$ cat config.mk
export PLATFORM = sky130hd
export DESIGN_NAME = alu_result_fifo
export DESIGN_NICKNAME = d
export VERILOG_FILES = /design/src/rtl/alu_result_fifo.sv
export SDC_FILE = /design/constraint.sdc
export NUM_CORES = 1
export LEC_CHECK = 0
export CORE_MARGIN = 5
export CORE_UTILIZATION = 54
export CTS_BUF_LIST = sky130_fd_sc_hd__clkbuf_8 sky130_fd_sc_hd__clkbuf_16
export DETAILED_ROUTE_END_ITERATION = 10
export HOLD_SLACK_MARGIN = 0.03
export PLACE_DENSITY = 0.78
export SYNTH_ARGS = -nofsm -noshare
export SYNTH_HDL_FRONTEND = slang
export SYNTH_SLANG_ARGS = --single-unit
$ cat constraint.sdc
create_clock -name clk -period 2.28 [get_ports clk]
set_input_delay 0.456 -clock clk [delete_from_list [all_inputs] [get_ports clk]]
set_output_delay 0.456 -clock clk [all_outputs]
set_load 0.02 [all_outputs]
$ cat src/rtl/alu_result_fifo.sv
// Small FIFO that buffers ALU results {op, o, cout, zero} between the ALU and a consumer.
// Also tracks a sticky carry flag across accepted results until cleared.
module alu_result_fifo #(
    parameter int DEPTH = 4
) (
    input  logic                     clk,
    input  logic                     reset,
    input  logic                     in_valid,
    output logic                     in_ready,
    input  logic [1:0]               op,
    input  logic [15:0]              o,
    input  logic                     cout,
    output logic                     out_valid,
    input  logic                     out_ready,
    output logic [1:0]               out_op,
    output logic [15:0]              out_data,
    output logic                     out_cout,
    output logic                     out_zero,
    output logic [$clog2(DEPTH):0]   count,
    input  logic                     clr_sticky,
    output logic                     sticky_carry
);

    localparam int AW = $clog2(DEPTH);
    localparam logic [AW:0] FULL_COUNT = (AW + 1)'(DEPTH);

    logic [19:0]   r_mem [DEPTH];
    logic [AW-1:0] r_wrPtr;
    logic [AW-1:0] r_rdPtr;
    logic [AW:0]   r_count;
    logic          r_sticky;

    logic          w_push;
    logic          w_pop;
    logic          w_zero;
    logic [19:0]   w_headEntry;

    assign in_ready     = (r_count < FULL_COUNT);
    assign out_valid    = (r_count != '0);
    assign w_push       = in_valid && in_ready;
    assign w_pop        = out_valid && out_ready;
    assign w_zero       = (o == 16'h0000);
    assign count        = r_count;
    assign sticky_carry = r_sticky;

    // Storage is never reset; only entries covered by count are ever observed.
    always_ff @(posedge clk) begin
        if (w_push) begin
            r_mem[r_wrPtr] <= {op, o, cout, w_zero};
        end
    end

    always_ff @(posedge clk) begin
        if (reset) begin
            r_wrPtr <= '0;
            r_rdPtr <= '0;
            r_count <= '0;
        end else begin
            if (w_push) begin
                r_wrPtr <= r_wrPtr + 1'b1;
            end
            if (w_pop) begin
                r_rdPtr <= r_rdPtr + 1'b1;
            end
            case ({w_push, w_pop})
                2'b10:   r_count <= r_count + 1'b1;
                2'b01:   r_count <= r_count - 1'b1;
                default: r_count <= r_count;
            endcase
        end
    end

    // A carry arriving in the same cycle as a clear must not be lost, so set wins.
    always_ff @(posedge clk) begin
        if (reset) begin
            r_sticky <= 1'b0;
        end else if (w_push && cout) begin
            r_sticky <= 1'b1;
        end else if (clr_sticky) begin
            r_sticky <= 1'b0;
        end
    end

    always_comb begin
        w_headEntry = out_valid ? r_mem[r_rdPtr] : 20'h00000;
        out_op      = w_headEntry[19:18];
        out_data    = w_headEntry[17:2];
        out_cout    = w_headEntry[1];
        out_zero    = w_headEntry[0];
    end

endmodule
; ---- Yosys cells after proc, flatten, opt, wreduce, memory -nomap -nowiden
; Memory sizes are Yosys's and may differ from the RTL's. A register that Yosys moved wholly into a read port is not among the register bits.
; Cells that the tools add are included.
[totals]
mem_bits_rw = 80
out_inout_bits = 26
wordCells = 27
ff_bits = 8
memories = 1
[classes]
n_reduce_logical = 7
eq_ne = 2
n_addsub = 4
n_lt_le_gt_ge = 1
n_mux = 8
[mem_list]
columns = name, words, word_bits, read_ports, rd_ports_with_merged_regs, write_ports, line_no
row1 = r_mem, 4, 20, 1, 1, 1, 27  ; logic [19:0] r_mem [DEPTH];
[op_table]
columns = operator, n
row1 = 2-to-1 mux 20 bit, 1
row2 = zero test 16 bit, 1
row3 = case mux 3 bit (2 select lines), 1
row4 = "adder 2 x 1 -> 2 bit, second input constant", 2
row5 = 2-to-1 mux 1 bit, 4
row6 = 2-to-1 mux 2 bit, 2
row7 = nonzero test 2 bit, 2
row8 = "adder 3 x 1 -> 3 bit, second input constant", 1
row9 = logical AND 1 bit, 3
row10 = "< comparator 3 bit, second input constant", 1
row11 = nonzero test 3 bit, 1
row12 = "subtractor 3 x 1 -> 3 bit, second input constant", 1
row13 = "equality test 2 x 1 -> 1 bit, second input constant", 1
row14 = "equality test 2 bit, second input constant", 1

; ---- Logic depth before layout (Yosys ltp)
[depth]
depth_word = 4
ltp_mapped = 9
ltp_nobuf = 8

; ---- Worst setup path before layout
; OpenSTA, ideal clock, no wires.
[synth_timing]
path_kind = reg-to-reg
startpoint = register r_count[2], in the netlist count[2]
endpoint = register r_count[2], in the netlist count[2]
path_stages_with_launch = 10
period_less_slack_ps = 2001
required_ps = 2210
arrival_time_ps = 1931
path_slack_ps = 279
n_path_buf = 1
path_cell_list = dfxtp_1 -> nor2b_1 -> buf_2 -> inv_1 -> ha_1 -> inv_1 -> fa_1 -> xor2_1 -> or3_1 -> a21oi_1
[synth_via]
elab_chain_cells = 4
elab_cells_between_ends = 10
classes_between = add/sub: 2 / order compare: 1 / eq/ne: 2 / mux: 1 / reduce/logical: 4
[synth_rtl]
columns = item, line_no
row1 = from (decl), 30  ; logic [AW:0] r_count;
row2 = from (signal assigned), 66  ; 2'b10: r_count <= r_count + 1'b1;
row3 = from (signal assigned), 67  ; 2'b01: r_count <= r_count - 1'b1;
row4 = from (signal assigned), 68  ; default: r_count <= r_count;
row5 = < comparator 3 bit / nonzero test 3 bit (equally long branches), "38, 39"
row6 = "logical AND 1 bit, on equally long branches", "40, 41"
row7 = equality test 2 x 1 -> 1 bit / equality test 2 bit (equally long branches), 65  ; case ({w_push, w_pop})
row8 = case mux 3 bit (2 select lines) / nonzero test 2 bit (equally long branches), n/a
; Several ways; a longest one is shown, not always the timed one.
; A chain may end at the register's enable or synchronous reset.

==> impl_metrics.toml <==
[floorplan]
rows = 29
ioPinCount = 50
die_h_um = 91.4
initial_core_util_pct = 56.0
core_um2 = 6390
die_area_um2 = 8350
die_x_um = 91.4

[sta]
setup_viol_count_final = 0
fmax_mhz = 462
rsz0062_at_grt = "no"
fin_crit_ns = 2.17
fin_skew_ns = 0.0109
slew_headroom_pct = 74.8
finalCritPeriodShare_pct = 95.0
setup_slack_ns = 0.114
drv_slew = 0
hold_viol = 0
tightest_slew_ns = 0.374

[yosys]
syn_nets = 218
synth.area.top_cells = "edfxtp_1 (67%), mux4_2 (13%), dfxtp_1 (5.6%), nor2b_1 (3.3%), ha_1 (1.7%)"
synth_top_area_share_pct = 67.1
yosysTopAreaCell = "edfxtp_1"
avgSynthCellArea_um2 = 19.0
synth_cell_types = 24
syn_area_um2 = 3580
ys_warn_count = 0
ys_seq_elements = 90
synthCells = 188
ys_seq_area_share_pct = 72.7

[detailed_routing]
drt-total-wl_um = 6280
dr.pass1.iters = 4
post_drt_wl_per_cell_um = 18.8
ant_nets = 0
drc_errors = 0
num_vias = 1854
vias_per_cell = 5.55
drt-initial-drc-count = 134

[placement]
dpl_worst_slack_ns = -0.0976
placed_cell_area_um2 = 4290
dp_hpwl_um = 3950
io_buffers = 49
dp_cells = 317
gp_congestion = 0.723

[power_and_ir_drop]
internal-power_mw = 3.39
combinationalPowerShare_pct = 40.4
switchingPower_mw = 1.71
clockPowerShare_pct = 17.5
powerDensity_nw_per_um2 = 1160
swShare_pct = 33.6
vdd_ir_drop_max_uv = 649
pwr-share-seq_pct = 42.1
p_leak_nw = 1.50
power_mw = 5.10

[layout]
drive_above_1_share_pct = 26.8
fin_util_pct = 68.6
fin_cells = 334
design_area_um2 = 4380
antenna_cells = 0
syn_to_final_growth_pct = 22.4
nets = 282

[grt]
grt_usage_pct = 16.1
grt_max_degree = 24
gr-usage-met3_pct = 3.31
busiest_layer = "met2"
antenna_found_initial = 0
overflow = 0
grt_use_met2_pct = 25.5
grt_pass1_vias = 1981
grtUsageMet1_pct = 21.8
grt_first_pass_wirelength_um = 10300

[clocking]
cts_tree = "done"
cts-root-buf = "clkbuf_8"
clk_pin_slew_ns = 0.07
htreeDepth = 3
clock-sinks = 90
cts_post_setup_buffers_inserted = 0
insertion_delay_ns = 0.35
cts_buffer_depth = 2
cts_buffers = 9

[run]
maxCapViolations = 0

[setup_path]
critPathKind = "reg2out"
worstPathRequired_ns = 1.82
crit_arrival_ns = 1.71
r2r_cells = 9
path_max_fanout = 10
crit_path_start_kind = "flip-flop"
end_kind = "primary output"

[worst_hold_path]
hold_path_depth = 2
min_path_type = "reg2reg"

[run_status]
status = "finished, final reports clean"
cell usage in the layout, fill, tap and decap left out, types with 5 or more instances in the layout:
| cell | n |
|---|---|
| ha_1 | 5 |
| clkbuf_8 | 9 |
| clkdlybuf4s50_1 | 28 |
| buf_12 | 7 |
| mux4_2 | 20 |
| buf_2 | 17 |
| nor2_1 | 8 |
| edfxtp_1 | 80 |
| nor2b_1 | 19 |
| inv_1 | 9 |
| dfxtp_1 | 9 |
sequential cells by signal (all words and copies together) (netlist names), named ones only:
name          count
r_mem            80
sticky_carry      1
count             3
r_wrPtr           2
r_rdPtr           2
per-layer routing:
metal	routed length [µm]	vias up	share of wire, %
met2	3230	59	51
met1	2700	931	43
li1	-	853	-
met5	0	-	0
met3	246	11	3.9
met4	97	0	1.5
power groups by stage:
stage | Combinational (mW) | Sequential [mW] | Clock, mW
6_report | 2.06 | 2.14 | 0.895
5_1_grt | 2.25 | 2.17 | 0.997
4_1_cts | 2.23 | 2.15 | 0.912
3_5_place_dp | 2.29 | 2.16 | 0
3_3_place_gp | 2.24 | 2.15 | 0
2_1_floorplan | 1.30 | 2.17 | 0
cells in the mapped netlist (all sizes together):
cell type	number
a21oi	4
and2	4
and4	1
buf	7
clkbuf	1
dfxtp	10
edfxtp	80
fa	1
ha	5
inv	9
mux2i	1
mux4	20
nand2	1
nor2	8
nor2b	22
nor3	1
nor4	4
o21ai	2
o31ai	1
or3	2
xnor2	1
xor2	3
per-stage QoR:
| stage | hold slack, ns | TNS (ns) |
|---|---|---|
| after global placement | 0.469 | -0.0172 |
| final | 0.519 | 0 |
| after CTS | 0.513 | 0 |
| after detailed placement | 0.503 | -0.0976 |
| after global routing | 0.537 | 0 |
| after floorplan | 0.459 | 0 |
worst paths after layout:
kind / to / start / slack [ns]
setup / recovery: out_data[14] / flip-flop / 0.11
hold / removal: r_rdPtr[1]$_SDFFE_PP0N_ / r_rdPtr[1]$_SDFFE_PP0N_ / 0.52
setup reg to reg: count[2]$_SDFFE_PP0P_ / count[0]$_SDFFE_PP0P_ / 0.33
hold reg to reg: r_rdPtr[1]$_SDFFE_PP0N_ / r_rdPtr[1]$_SDFFE_PP0N_ / 0.52
critical path, cell delays in order, from the launching register on:
cell and delay, ns:
dfxtp_4 0.39, buf_12 0.16, mux4_2 0.52, nor2b_1 0.14, buf_2 0.16
area by class of cell:
| class | instances | area (µm²) |
|---|---|---|
| timing repair buffer | 61 | 587 |
| tap | 77 | 96.3 |
| inverter | 9 | 33.8 |
| clock inverter | 7 | 36.3 |
| multi-input combinational | 81 | 897 |
| fill | 425 | 2010 |
| sequential | 90 | 2610 |
| clock buffer | 9 | 124 |
logic make-up (layout without fill, tap and decap cells):
logic type | Yosys count | in the layout | synth area share (%)
adders and majority gates | 6 | 6 | 2.31
buffers and inverters | 17 | 86 | 2.38
xor gates and xnor gates | 4 | 4 | 0.979
AOI/OAI and AO/OA | 7 | 7 | 1.05
DFF | 90 | 90 | 72.7
muxes | 21 | 21 | 12.9
and+or+nand+nor | 43 | 43 | 7.69
what timing repair did:
| item | in CTS | in global routing |
|---|---|---|
| hold buffers | 0 | 0 |
| pin swaps | 0 | 0 |
| gates resized for setup | 64 | 17 |
| gates cloned | 1 | 0 |
| endpoints found under the setup margin | 21 | 17 |
Note: power is estimated with default switching activity, not from simulation.
